### src/rtl/ctmm_pkg.sv
// Shared types for the Church-Instruction front end: fault causes, the
// SWITCH/CHANGE opcodes, the decoded instruction layout and queue entries.
package ctmm_pkg;

    typedef enum logic [3:0] {
        FAULT_NONE    = 4'd0,
        FAULT_PERM    = 4'd1,
        FAULT_BOUNDS  = 4'd2,
        FAULT_TYPE    = 4'd3,
        FAULT_ILLEGAL = 4'd4,
        FAULT_TIMEOUT = 4'd5
    } fault_type_t;

    localparam logic [4:0] OPC_SWITCH = 5'h0C;
    localparam logic [4:0] OPC_CHANGE = 5'h0D;

    // Bit layout of a 32-bit Church instruction word, MSB first.
    typedef struct packed {
        logic [4:0]  opcode;
        logic [2:0]  cr_src;
        logic [2:0]  target;
        logic [9:0]  index;
        logic [10:0] rsvd;
    } church_inst_t;

    typedef struct packed {
        logic [31:0] word;
        logic [63:0] pc;
    } queue_entry_t;

    // A word is issuable only if it is SWITCH or CHANGE with clean reserved bits.
    function automatic logic is_legal(church_inst_t inst);
        return ((inst.opcode == OPC_SWITCH) || (inst.opcode == OPC_CHANGE)) &&
               (inst.rsvd == '0);
    endfunction

endpackage

### src/rtl/ctmm_inst_queue.sv
// Two-entry synchronous FIFO between fetch and the dispatch FSM.
// Flush empties it in the same cycle and wins over a simultaneous push or pop.
module ctmm_inst_queue
    import ctmm_pkg::*;
(
    input  logic         clk,
    input  logic         rst_n,
    input  logic         push,
    input  queue_entry_t push_data,
    input  logic         pop,
    input  logic         flush,
    output queue_entry_t head_data,
    output logic         full,
    output logic         empty
);

    queue_entry_t mem [2];
    logic         wr_ptr;
    logic         rd_ptr;
    logic [1:0]   count;
    logic         do_push;
    logic         do_pop;

    assign full      = (count == 2'd2);
    assign empty     = (count == 2'd0);
    assign head_data = mem[rd_ptr];
    assign do_push   = push && !full && !flush;
    assign do_pop    = pop && !empty && !flush;

    // Entry storage: written on push only.
    // NOTE: the data array is deliberately not reset; count and pointers guard every read.
    always_ff @(posedge clk) begin
        if (do_push) begin
            mem[wr_ptr] <= push_data;
        end
    end

    // Pointer and occupancy tracking; 1-bit pointers wrap from 1 to 0 naturally.
    always_ff @(posedge clk or negedge rst_n) begin
        if (!rst_n) begin
            wr_ptr <= 1'b0;
            rd_ptr <= 1'b0;
            count  <= 2'd0;
        end else if (flush) begin
            wr_ptr <= 1'b0;
            rd_ptr <= 1'b0;
            count  <= 2'd0;
        end else begin
            if (do_push) begin
                wr_ptr <= ~wr_ptr;
            end
            if (do_pop) begin
                rd_ptr <= ~rd_ptr;
            end
            case ({do_push, do_pop})
                2'b10:   count <= count + 2'd1;
                2'b01:   count <= count - 2'd1;
                default: count <= count;
            endcase
        end
    end

endmodule

### src/rtl/ctmm_church_dispatch.sv
// Issue stage for SWITCH/CHANGE: queues fetched words, decodes them, starts
// the SWITCH unit one operation at a time and reports exactly one retire or
// fault per operation. TIMEOUT_CYCLES must be in 2..65536.
module ctmm_church_dispatch
    import ctmm_pkg::*;
#(
    parameter int TIMEOUT_CYCLES = 1024
) (
    input  logic        clk,
    input  logic        rst_n,
    input  logic        inst_valid,
    output logic        inst_ready,
    input  logic [31:0] inst_word,
    input  logic [63:0] inst_pc,
    input  logic        flush,
    output logic        switch_start,
    output logic [2:0]  sw_cr_src,
    output logic [2:0]  sw_target,
    output logic [9:0]  sw_index,
    input  logic        switch_busy,
    input  logic        switch_complete,
    input  logic        switch_fault,
    input  fault_type_t sw_fault_type,
    output logic        retire_valid,
    output logic [63:0] retire_pc,
    output logic        fault_valid,
    output fault_type_t fault_cause,
    output logic [63:0] fault_pc,
    output logic        dispatch_idle
);

    typedef enum logic [1:0] {
        S_IDLE,
        S_ISSUE,
        S_WAIT,
        S_DRAIN
    } state_t;

    localparam logic [15:0] TMO_LAST = 16'(TIMEOUT_CYCLES - 1);

    state_t       state;
    logic         squash;
    logic [15:0]  tmo_cnt;
    logic [63:0]  op_pc;
    queue_entry_t head;
    church_inst_t head_inst;
    logic         q_full;
    logic         q_empty;
    logic         q_pop;
    logic         suppress;

    // The FSM consumes the head only while idle, and never during a flush.
    assign q_pop         = (state == S_IDLE) && !q_empty && !flush;
    assign inst_ready    = !q_full;
    assign head_inst     = church_inst_t'(head.word);
    assign dispatch_idle = (state == S_IDLE) && q_empty;
    // A flush in the terminating cycle squashes that report as well.
    assign suppress      = squash || flush;

    ctmm_inst_queue u_queue (
        .clk       (clk),
        .rst_n     (rst_n),
        .push      (inst_valid),
        .push_data ('{word: inst_word, pc: inst_pc}),
        .pop       (q_pop),
        .flush     (flush),
        .head_data (head),
        .full      (q_full),
        .empty     (q_empty)
    );

    // Dispatch FSM with registered operand, start and report outputs.
    always_ff @(posedge clk or negedge rst_n) begin
        if (!rst_n) begin
            state        <= S_IDLE;
            squash       <= 1'b0;
            tmo_cnt      <= '0;
            op_pc        <= '0;
            switch_start <= 1'b0;
            sw_cr_src    <= '0;
            sw_target    <= '0;
            sw_index     <= '0;
            retire_valid <= 1'b0;
            retire_pc    <= '0;
            fault_valid  <= 1'b0;
            fault_cause  <= FAULT_NONE;
            fault_pc     <= '0;
        end else begin
            // NOTE: pulse outputs default low every cycle so each is asserted for exactly one.
            switch_start <= 1'b0;
            retire_valid <= 1'b0;
            fault_valid  <= 1'b0;

            case (state)
                S_IDLE: begin
                    squash <= 1'b0;
                    if (q_pop) begin
                        op_pc <= head.pc;
                        if (!is_legal(head_inst)) begin
                            fault_valid <= 1'b1;
                            fault_cause <= FAULT_ILLEGAL;
                            fault_pc    <= head.pc;
                        end else begin
                            sw_cr_src <= head_inst.cr_src;
                            sw_target <= (head_inst.opcode == OPC_CHANGE) ? 3'd0
                                                                          : head_inst.target;
                            sw_index  <= head_inst.index;
                            state     <= S_ISSUE;
                        end
                    end
                end

                S_ISSUE: begin
                    if (flush) begin
                        squash <= 1'b1;
                    end
                    // Never start the unit while it is still busy with a previous op.
                    if (!switch_busy) begin
                        switch_start <= 1'b1;
                        tmo_cnt      <= '0;
                        state        <= S_WAIT;
                    end
                end

                S_WAIT: begin
                    if (switch_fault) begin
                        if (!suppress) begin
                            fault_valid <= 1'b1;
                            fault_cause <= sw_fault_type;
                            fault_pc    <= op_pc;
                        end
                        squash <= 1'b0;
                        state  <= S_IDLE;
                    end else if (switch_complete) begin
                        if (!suppress) begin
                            retire_valid <= 1'b1;
                            retire_pc    <= op_pc;
                        end
                        squash <= 1'b0;
                        state  <= S_IDLE;
                    end else if (tmo_cnt == TMO_LAST) begin
                        if (!suppress) begin
                            fault_valid <= 1'b1;
                            fault_cause <= FAULT_TIMEOUT;
                            fault_pc    <= op_pc;
                        end
                        state <= S_DRAIN;
                    end else begin
                        if (flush) begin
                            squash <= 1'b1;
                        end
                        tmo_cnt <= tmo_cnt + 16'd1;
                    end
                end

                S_DRAIN: begin
                    // Late pulses from the timed-out op are swallowed here.
                    if (!switch_busy && !switch_complete && !switch_fault) begin
                        state <= S_IDLE;
                    end
                end

                default: state <= S_IDLE;
            endcase
        end
    end

endmodule

### config.mk
export PLATFORM = sky130hd
export DESIGN_NAME = ctmm_church_dispatch
export DESIGN_NICKNAME = d
export VERILOG_FILES = /design/src/rtl/ctmm_pkg.sv /design/src/rtl/ctmm_inst_queue.sv /design/src/rtl/ctmm_church_dispatch.sv
export SDC_FILE = /design/constraint.sdc
export NUM_CORES = 1
export LEC_CHECK = 0
export BUFFER_PORTS_ARGS = -buffer_cell sky130_fd_sc_hd__buf_2
export CAP_MARGIN = 20
export CORE_ASPECT_RATIO = 1.5
export CORE_MARGIN = 3
export CORE_UTILIZATION = 56
export CTS_CLUSTER_SIZE = 16
export DETAILED_ROUTE_END_ITERATION = 6
export GPL_ROUTABILITY_DRIVEN = 1
export PLACE_DENSITY = 0.79
export REMOVE_ABC_BUFFERS = 1
export SLEW_MARGIN = 20
export SYNTH_ARGS = -nofsm -noshare
export SYNTH_HDL_FRONTEND = slang
export SYNTH_SLANG_ARGS = --single-unit
### constraint.sdc
create_clock -name clk -period 9.85 [get_ports clk]
set_input_delay 0.4925 -clock clk [delete_from_list [all_inputs] [get_ports clk]]
set_output_delay 0.4925 -clock clk [all_outputs]
set_load 0.01 [all_outputs]
==> flow_summary.ini, run 1 <==
[setup_path]
critPathSlowestCell = buf_4
end_kind = flop
path_max_fanout = 50
crit_chain = inv_1 > ha_1 > o21ai_1 > nor3_1 > a22oi_2 > a31oi_4 > buf_4 > mux2_2
cp_slowest_stage_delay_ns = 0.77
critPathArrivalTime_ns = 4.11
start_kind = flop
required_ns = 10.26
reg2reg_depth = 8
critPathKind = reg -> reg

[logic_synthesis]
synth_cell_types = 59
synth_warnings = 0
postSynthAreaPerCell_sq_um = 14.4
synthArstFlopShare = 0.553
ys_seq_area_frac = 0.699
synth_area_sq_um = 16800
netlist_instances = 1167
synth-seq-cells = 430
ys.flop_type = dfrtp_1
synth_edf_count = 192

[sta]
finalSetupViolCount = 0
worst_pin_slew_ns = 0.943
finClkSkew_ns = 0.0184
max_freq_mhz = 270
slew_headroom = 0.372
period_minus_slack_ns = 3.70
finalHoldViolCount = 0
slew_viol_final = 0
setup_tns_ns = 0
rsz0062_at_grt = false
fin_crit_sh = 0.376

[placed_design]
gp_congestion = 0.840
portBuffers = 259
placed_cells = 1771
place_hpwl_um = 23000

[clock_tree]
numClockSinks = 430
path_clk_slew_ns = 0.07
ctsResizeCount = 0
htreeDepth = 2
cts-root-buf = clkbuf_16
tritoncts = built
cts_buffer_depth = 3
cts_inserted_buffers = 39
clk_latency_ns = 0.53

[drt]
drt_iter0_markers = 628
vias = 10233
drtPass1Iterations = 5
ant_nets = 0
drc = 0
finalWirelength_um = 36200
via_per_inst = 5.52
routedWlPerCell_um = 19.5

[floorplanning]
dieArea_sq_um = 32100
die_y_um = 218
fp.dieW_um = 147
core_area_sq_um = 29500
rows = 77
ios = 260
start_util = 0.569

[power]
power_leakage_uw = 0.00812
p_int_uw = 4040
pwr-share-seq = 0.457
p_sw_uw = 1760
combinationalPowerShare = 0.268
p_sw_frac = 0.303
p_clk_frac = 0.275
peakVddDrop_v = 0.000189
p_per_area_nw_per_um2 = 292

[global_route]
gr-usage-all-layers = 0.224
antenna_found_initial = 13
grt_pass1_vias = 10484
grt_max_degree = 110
grt_pass1_wl_um = 56400
overflow = 0

[status]
status = completed

[finish]
area_delta_synth_final_pct = 18.5
seq_area_sq_um = 11700
fillerInstances = 2109
nets = 1535
multi_input_comb_area_sq_um = 4750
fin_cells = 1854
drive_gt1_frac = 0.336

[job]
cap_violations = 0

[worst_hold_path]
min_path_cells = 1
hold_path_class = in -> reg
## worst max-delay path, delay by kind of cell (launching register included)
family	cells	cell delay, ns
buffers and inverters	2	0.96
AOI/OAI and AO/OA	3	1.07
muxes	1	0.42
and+or+nand+nor	1	0.21
adders and majority gates	1	0.46
DFF	1	0.42
## synthesized netlist by cell type (all sizes together) (8+ instances only)
cell type,n,area share
nand2,106,0.024
buf,24,0.0092
clkbuf,39,0.0087
mux2i,82,0.049
a21oi,70,0.021
edfxtp,192,0.34
inv,8,0.0018
nor2,85,0.019
dfrtp,238,0.36
o21ai,91,0.027
mux2,134,0.094
nand3,8,0.0024
## metal layers
metal	wire length, um	track usage
met1	13700	0.268
met2	18900	0.385
met4	1560	0.115
met5	53	0
met3	2020	0.0447
## state kept, by name, indices dropped and copies added (netlist names)
name            count
op_pc              64
fault_cause         4
squash              1
u_queue.count       2
switch_start        1
tmo_cnt            16
sw_index           10
retire_pc          64
fault_pc           64
u_queue.rd_ptr      1
sw_cr_src           3
retire_valid        1
state               2
u_queue.mem       192
sw_target           3
fault_valid         1
u_queue.wr_ptr      1
## power groups by stage
stage / registers (uW) / clock network [uW] / logic [uW]
after floorplan: 2750 / 0 / 894
after global placement: 2660 / 0 / 1500
after detailed placement: 2680 / 0 / 1560
after CTS: 2650 / 1620 / 1570
after global routing: 2710 / 1700 / 1710
final: 2650 / 1590 / 1560
## final timing paths
path	start	to	slack [ns]
setup reg to reg	state[0]	fault_pc[31]	6.15
setup / recovery	state[0]	fault_pc[31]	6.15
hold / removal	inst_pc[23]	u_queue.mem[0][23]	0.15
hold reg to reg	sw_index[3]	sw_index[3]	0.48
min in group asynchronous	rst_n	retire_pc[45]	0.57
max in group asynchronous	rst_n	u_queue.rd_ptr	7.76
## stage by stage
| step | utilization | worst slack, ns | total power (uW) | instance area (sq um) | hold WS (ns) |
|---|---|---|---|---|---|
| finish | 0.674 | 6.15 | 5800 | 19900 | 0.151 |
| detailed placement | 0.624 | 5.52 | 4240 | 18400 | 0.470 |
| global route | 0.674 | 5.82 | 6120 | 19900 | 0.129 |
| global placement | 0.624 | 5.64 | 4160 | 18400 | 0.461 |
| floorplan | - | 1.45 | 3650 | 16500 | 0.197 |
| CTS | 0.671 | 5.50 | 5840 | 19800 | 0.125 |
## cell usage in the layout (no fill, tap or decap), drive strengths merged, types with 3 or more instances in the layout
master,n
nor2b,3
and2,4
edfxtp,192
mux2i,82
clkbuf,53
o21ai,91
dfrtp,238
inv,9
nor2,85
o31ai,4
nor4,7
a31oi,6
bufinv,6
and3,4
nand4,7
o211ai,4
nand2,106
mux2,134
ha,7
diode,9
nor3,4
clkinv,9
a21oi,70
a211oi,3
nand3,8
xor2,5
buf,275
## layout make-up
| cell class | count | share of cell area |
|---|---|---|
| Sequential cell | 430 | 0.590 |
| Multi-Input combinational cell | 665 | 0.239 |
| Timing Repair Buffer | 276 | 0.0745 |
| Clock buffer | 53 | 0.0564 |
| Tap cell | 395 | 0.0249 |
| Clock inverter | 17 | 0.0123 |
| Inverter | 9 | 0.00170 |
| Antenna cell | 9 | 0.00113 |
## repair_timing
| action | in CTS | in global routing |
|---|---|---|
| buffers inserted | 0 | 0 |
| hold endpoints to repair | 10 | 0 |
| hold buffers | 1 | 0 |
| endpoints found under the setup margin | 0 | 0 |
## cells by family after synthesis
kind of cell	count (synthesis)	synth area share
buffers and inverters	72	0.0199
and+or+nand+nor	245	0.0660
DFF	430	0.699
AOI/OAI and AO/OA	191	0.0636
adders and majority gates	7	0.00522
muxes	216	0.143
xor gates and xnor gates	6	0.00313
Power figures use the tool's default switching activity.
==> run 2: changes to the inputs <==
==> constraint.sdc (replaced) <==
create_clock -name clk -period 3.8 [get_ports clk]
set_input_delay 0.19 -clock clk [delete_from_list [all_inputs] [get_ports clk]]
set_output_delay 0.19 -clock clk [all_outputs]
set_load 0.01 [all_outputs]
==> run 2 against run 1 <==
Total power rose to 2.6 times the previous value. Combinational power rose to 2.7 times the previous value. Sequential share of layout area fell by 2.7 points. Sequential cell count unchanged. Routed wire length is 6.9% higher. Non-clock buffer count rose by 103. Clock skew grew 0.0054 ns. Maximum frequency up 23%. Sequential power grew to 2.6 times the previous value. Cell area up 4.9%. Critical path type unchanged. Largest cell class unchanged.
==> flow_summary.ini, run 2 (synthesis results as in run 1) <==
[finish]
nets = 1638
area_delta_synth_final_pct = 24.2
largest_reg_flops = 192
drive_gt1_frac = 0.313
design_area_sq_um = 20800
fillerInstances = 1924
layout_common_cells = buf_2 (258), dfrtp_1 (237), edfxtp_1 (192)
antenna_cells = 0
final_common_cell = buf_2
top_register = u_queue.mem

[floorplanning]
die_y_um = 218
start_util = 0.569
fp.dieW_um = 147
core_area_sq_um = 29500
dieArea_sq_um = 32100
ios = 260
rows = 77

[setup_path]
required_ns = 4.24
r2r_end = op_pc[25]
critPathArrivalTime_ns = 3.46
cp_slowest_stage_delay_ns = 0.75
ff2ff_setup_slack_ns = 0.78
reg2reg_depth = 8
crit_chain = inv_1 > ha_1 > o21ai_1 > nor2_4 > buf_4 > buf_4 > nor2_1 > a21oi_1
start_kind = flop
critPathKind = reg -> reg
path_max_fanout = 84
crit_top_cell = buf_4
end_kind = flop
crit-reg2reg-launch = state[0]
critPathSlowestCell = buf_4

[clock_tree]
htreeDepth = 2
cts-root-buf = clkbuf_16
ctsResizeCount = 0
path_clk_slew_ns = 0.07
numClockSinks = 430
cts_buffer_depth = 3
cts_inserted_buffers = 39
tritoncts = built
clk_latency_ns = 0.54

[sta]
slew_headroom = 0.344
worst_pin_slew_ns = 0.984
finClkSkew_ns = 0.0237
holdWs_ns = 0.0254
fin_ws_ns = 0.780
period_minus_slack_ns = 3.02
setup_tns_ns = 0
rsz0062_at_grt = false
fin_crit_sh = 0.795
max_freq_mhz = 331
finalHoldViolCount = 0
slew_viol_final = 0
finalSetupViolCount = 0

[placed_design]
portBuffers = 259
gp_congestion = 0.813
placed_area_sq_um = 18500
place_hpwl_um = 23400
place_ws_ns = 0.925

[power]
pwr-share-seq = 0.449
p_sw_uw = 4680
p_int_uw = 10600
peakVddDrop_v = 0.000646
p_sw_frac = 0.307
p_per_area_nw_per_um2 = 732
power_leakage_uw = 0.00854
power.total_uw = 15300
p_clk_frac = 0.275
combinationalPowerShare = 0.275

[global_route]
overflow = 0
grt_pass1_vias = 11275
gr-usage-all-layers = 0.241
grt_max_degree = 129
grt_pass1_wl_um = 60700
antenna_found_initial = 0

[drt]
drt_iter0_markers = 638
routedWlPerCell_um = 19.9
drtPass1Iterations = 5
finalWirelength_um = 38700
via_per_inst = 5.50
vias = 10707
ant_nets = 0
drc = 0

[worst_hold_path]
hold_path_class = in -> reg
min_path_cells = 2
hp-start = flush
worstHoldEndpoint = u_queue.rd_ptr

[job]
cap_violations = 0

[status]
status = completed
run 2: worst max-delay path by stage:
stage | from | to | slack, ns | cells past startpoint
2_1_floorplan | u_queue.count[0] | u_queue.mem[1][0] | -4.60 | 3
6_report | state[0] | op_pc[25] | 0.78 | 8
4_1_cts | state[0] | op_pc[25] | 0.87 | 8
3_5_place_dp | state[0] | op_pc[40] | 0.92 | 8
5_1_grt | state[0] | op_pc[25] | 0.54 | 8
3_3_place_gp | state[0] | op_pc[58] | 1.06 | 7
run 2: timing repair:
action	in CTS	in global routing
endpoints found under the hold margin	318	0
hold buffers	100	0
setup buffers	0	0
run 2: cell type report:
| cell class | instances | area, sq um | share of cell area |
|---|---|---|---|
| multi-input combinational | 665 | 4750 | 0.228 |
| sequential | 430 | 11700 | 0.563 |
| tap | 395 | 494 | 0.0237 |
| inverter | 9 | 33.8 | 0.00162 |
| timing repair buffer | 379 | 2470 | 0.119 |
| clock inverter | 20 | 305 | 0.0147 |
| clock buffer | 50 | 1060 | 0.0508 |
run 2: per-stage QoR:
step | utilization | std cells
after detailed placement | 0.626 | 1778
after CTS | 0.707 | 1948
after global routing | 0.707 | 1948
after floorplan | - | 1104
final | 0.707 | 1948
after global placement | 0.626 | 1778
run 2: critical path: cells and delay by family (launching register included):
kind | cells | cell delay, ns
simple gates | 2 | 0.26
compound gates | 2 | 0.40
flops | 1 | 0.41
fa+ha+maj | 1 | 0.41
buf+inv | 3 | 1.33
run 2: power by group through the flow:
stage	sequential, uW	combinational (uW)	clock, uW
4_1_cts	6840	4210	4260
5_1_grt	6980	4580	4470
3_5_place_dp	6900	4090	0
2_1_floorplan	7130	2320	0
6_report	6860	4200	4200
3_3_place_gp	6850	3940	0
run 2: layer usage:
metal,global-route usage,vias to the layer above,wire (um)
met5,0,-,0
met4,0.108,0,1650
met3,0.0360,86,1760
met2,0.439,343,20900
met1,0.281,5343,14400
li1,-,4935,-
==> run 3: changes to the inputs <==
--- a/config.mk
+++ b/config.mk
@@ -5,15 +5,16 @@
 export SDC_FILE = /design/constraint.sdc
 export NUM_CORES = 1
 export LEC_CHECK = 0
+export ABC_AREA = 1
 export BUFFER_PORTS_ARGS = -buffer_cell sky130_fd_sc_hd__buf_2
 export CAP_MARGIN = 20
 export CORE_ASPECT_RATIO = 1.5
 export CORE_MARGIN = 3
-export CORE_UTILIZATION = 56
+export CORE_UTILIZATION = 57
 export CTS_CLUSTER_SIZE = 16
 export DETAILED_ROUTE_END_ITERATION = 6
 export GPL_ROUTABILITY_DRIVEN = 1
-export PLACE_DENSITY = 0.79
+export PLACE_DENSITY = 0.8
 export REMOVE_ABC_BUFFERS = 1
 export SLEW_MARGIN = 20
 export SYNTH_ARGS = -nofsm -noshare
==> constraint.sdc (replaced) <==
create_clock -name clk -period 3 [get_ports clk]
set_input_delay 0.15 -clock clk [delete_from_list [all_inputs] [get_ports clk]]
set_output_delay 0.15 -clock clk [all_outputs]
set_load 0.01 [all_outputs]
==> run 3 against run 2 <==
Highest routed layer is now met5. Combinational power up 43%. Synthesized area up 3.3%. Non-clock buffer count up 5. Clock skew down 0.0096 ns. Hold slack better by 0.036 ns. First-iteration DRC count up 56%.
==> flow_summary.ini, run 3 <==
[logic_synthesis]
ys.flop_type = dfrtp_1
synth_cell_types = 34
ys_seq_area_frac = 0.677
netlist_instances = 1742
synth_area_sq_um = 17300
synth_area_leaders = dfrtp_1 (34%), edfxtp_1 (33%), nand2_1 (16%), o21ai_0 (6.1%), nand3_1 (2.6%)
postSynthAreaPerCell_sq_um = 9.94
synth_edf_count = 192
synthArstFlopShare = 0.553
synth_commonest_cells = nand2_1 (721), dfrtp_1 (238), o21ai_0 (210)
synth-seq-cells = 430
synth_largest_area_cell = dfrtp_1
synth_top_area_frac = 0.344
synth_warnings = 0
yosysMostFrequentCell = nand2_1

[clock_tree]
clk_latency_ns = 0.53
tritoncts = built
cts-root-buf = clkbuf_16
numClockSinks = 430
cts_buffer_depth = 3
cts_inserted_buffers = 38
htreeDepth = 2
hold_buffers = 102
post-cts-setup-buffers = 0
path_clk_slew_ns = 0.07
ctsResizeCount = 0

[drt]
drt_iter0_markers = 993
vias = 13337
finalWirelength_um = 43000
ant_nets = 0
drc = 0
drtPass1Iterations = 7
routedWlPerCell_um = 17.2
via_per_inst = 5.32

[floorplanning]
ios = 260
start_util = 0.584
dieArea_sq_um = 32600
die_y_um = 220
rows = 77
core_area_sq_um = 29700
fp.dieW_um = 148

[sta]
slew_viol_final = 0
finalSetupViolCount = 0
slew_headroom = 0.453
rsz0062_at_grt = false
worst_pin_slew_ns = 0.820
finClkSkew_ns = 0.0142
fin_crit_sh = 0.851
holdWs_ns = 0.0615
finalHoldViolCount = 0
max_freq_mhz = 392
setup_tns_ns = 0
period_minus_slack_ns = 2.55

[setup_path]
crit_top_cell = nand2_1
start_kind = flop
path_buf_inv = 1
cpLargestDelayFamily = simple AND/OR/NAND/NOR gates
reg2reg_depth = 11
path_depth = 11
critPathArrivalTime_ns = 2.96
critPathKind = reg -> reg
cp_slowest_stage_delay_ns = 0.44
required_ns = 3.41
crit_chain = ha_1 > nand3_2 > nor2_2 > nand2_1 > nand2_1 > nand2_2 > nand2_4 > nand3_4 > buf_12 > nand2_1 > nand2_1
end_kind = flop
path_max_fanout = 47
critPathSlowestCell = dfrtp_1

[status]
status = completed

[placed_design]
placed_area_sq_um = 19000
placed_cells = 2331
portBuffers = 259
place_hpwl_um = 25900
gp_congestion = 0.816

[global_route]
grt_max_degree = 138
grt_pass1_vias = 13654
antenna_found_initial = 4
gr-usage-all-layers = 0.268
grt_pass1_wl_um = 69400
overflow = 0

[power]
power.total_uw = 19300
power_leakage_uw = 0.0102
peakVddDrop_v = 0.000537
p_per_area_nw_per_um2 = 903

[finish]
largest_reg_flops = 192
final_common_cell = nand2_1
area_delta_synth_final_pct = 23.3
layout_common_cells = nand2_1 (720), buf_2 (258), dfrtp_1 (237)
top_register = u_queue.mem
fin_cells = 2506
design_area_sq_um = 21400
nets = 2192
drive_gt1_frac = 0.169

[worst_hold_path]
min_path_cells = 4
hold_path_class = in -> reg

[job]
cap_violations = 0
## run 3: area by class of cell
| type | count | area [sq um] |
|---|---|---|
| Inverter | 109 | 413 |
| Clock inverter | 10 | 133 |
| Clock buffer | 59 | 1150 |
| Fill cell | 2016 | 8310 |
| Timing Repair Buffer | 384 | 2630 |
| Sequential cell | 430 | 11700 |
| Tap cell | 395 | 494 |
| Multi-Input combinational cell | 1115 | 4810 |
| Antenna cell | 4 | 10.0 |
## run 3: power by group
group,total [uW],switching (uW),internal (uW)
clock network,5030,2100,2920
logic,6020,4080,1940
registers,8250,652,7600
## run 3: cells by family after synthesis
family | synth area share
xor+xnor | 0.00404
compound gates | 0.0649
buf+inv | 0.0475
simple gates | 0.202
fa+ha+maj | 0.00506
flops | 0.677
## run 3: routing by layer
layer  up-vias  GRT usage  wire length [um]
li1       6310          -                 -
met1      6352      0.318             15700
met2       564      0.487             23000
met3       107     0.0448              2890
met4         4      0.102              1400
met5         -          0                21
## run 3: worst paths after layout
check	from	endpoint	slack [ns]
max in group asynchronous	rst_n	retire_pc[55]	1.95
hold reg to reg	fault_pc[37]	fault_pc[37]	0.47
setup / recovery	tmo_cnt[0]	fault_cause[3]	0.45
min in group asynchronous	rst_n	fault_valid	0.25
hold / removal	flush	u_queue.rd_ptr	0.06
setup reg to reg	tmo_cnt[0]	fault_cause[3]	0.45
## run 3: worst min-delay path, stage by stage
cell and delay [ns]:
buf_2 0.16, inv_1 0.11, o21ai_0 0.08, a21oi_1 0.05
## run 3: stage by stage
step / setup WS (ns) / util
finish: 0.446 / 0.720
global placement: 0.641 / 0.642
CTS: 0.421 / 0.720
global route: 0.201 / 0.720
detailed placement: 0.453 / 0.642
floorplan: -2.26 / -
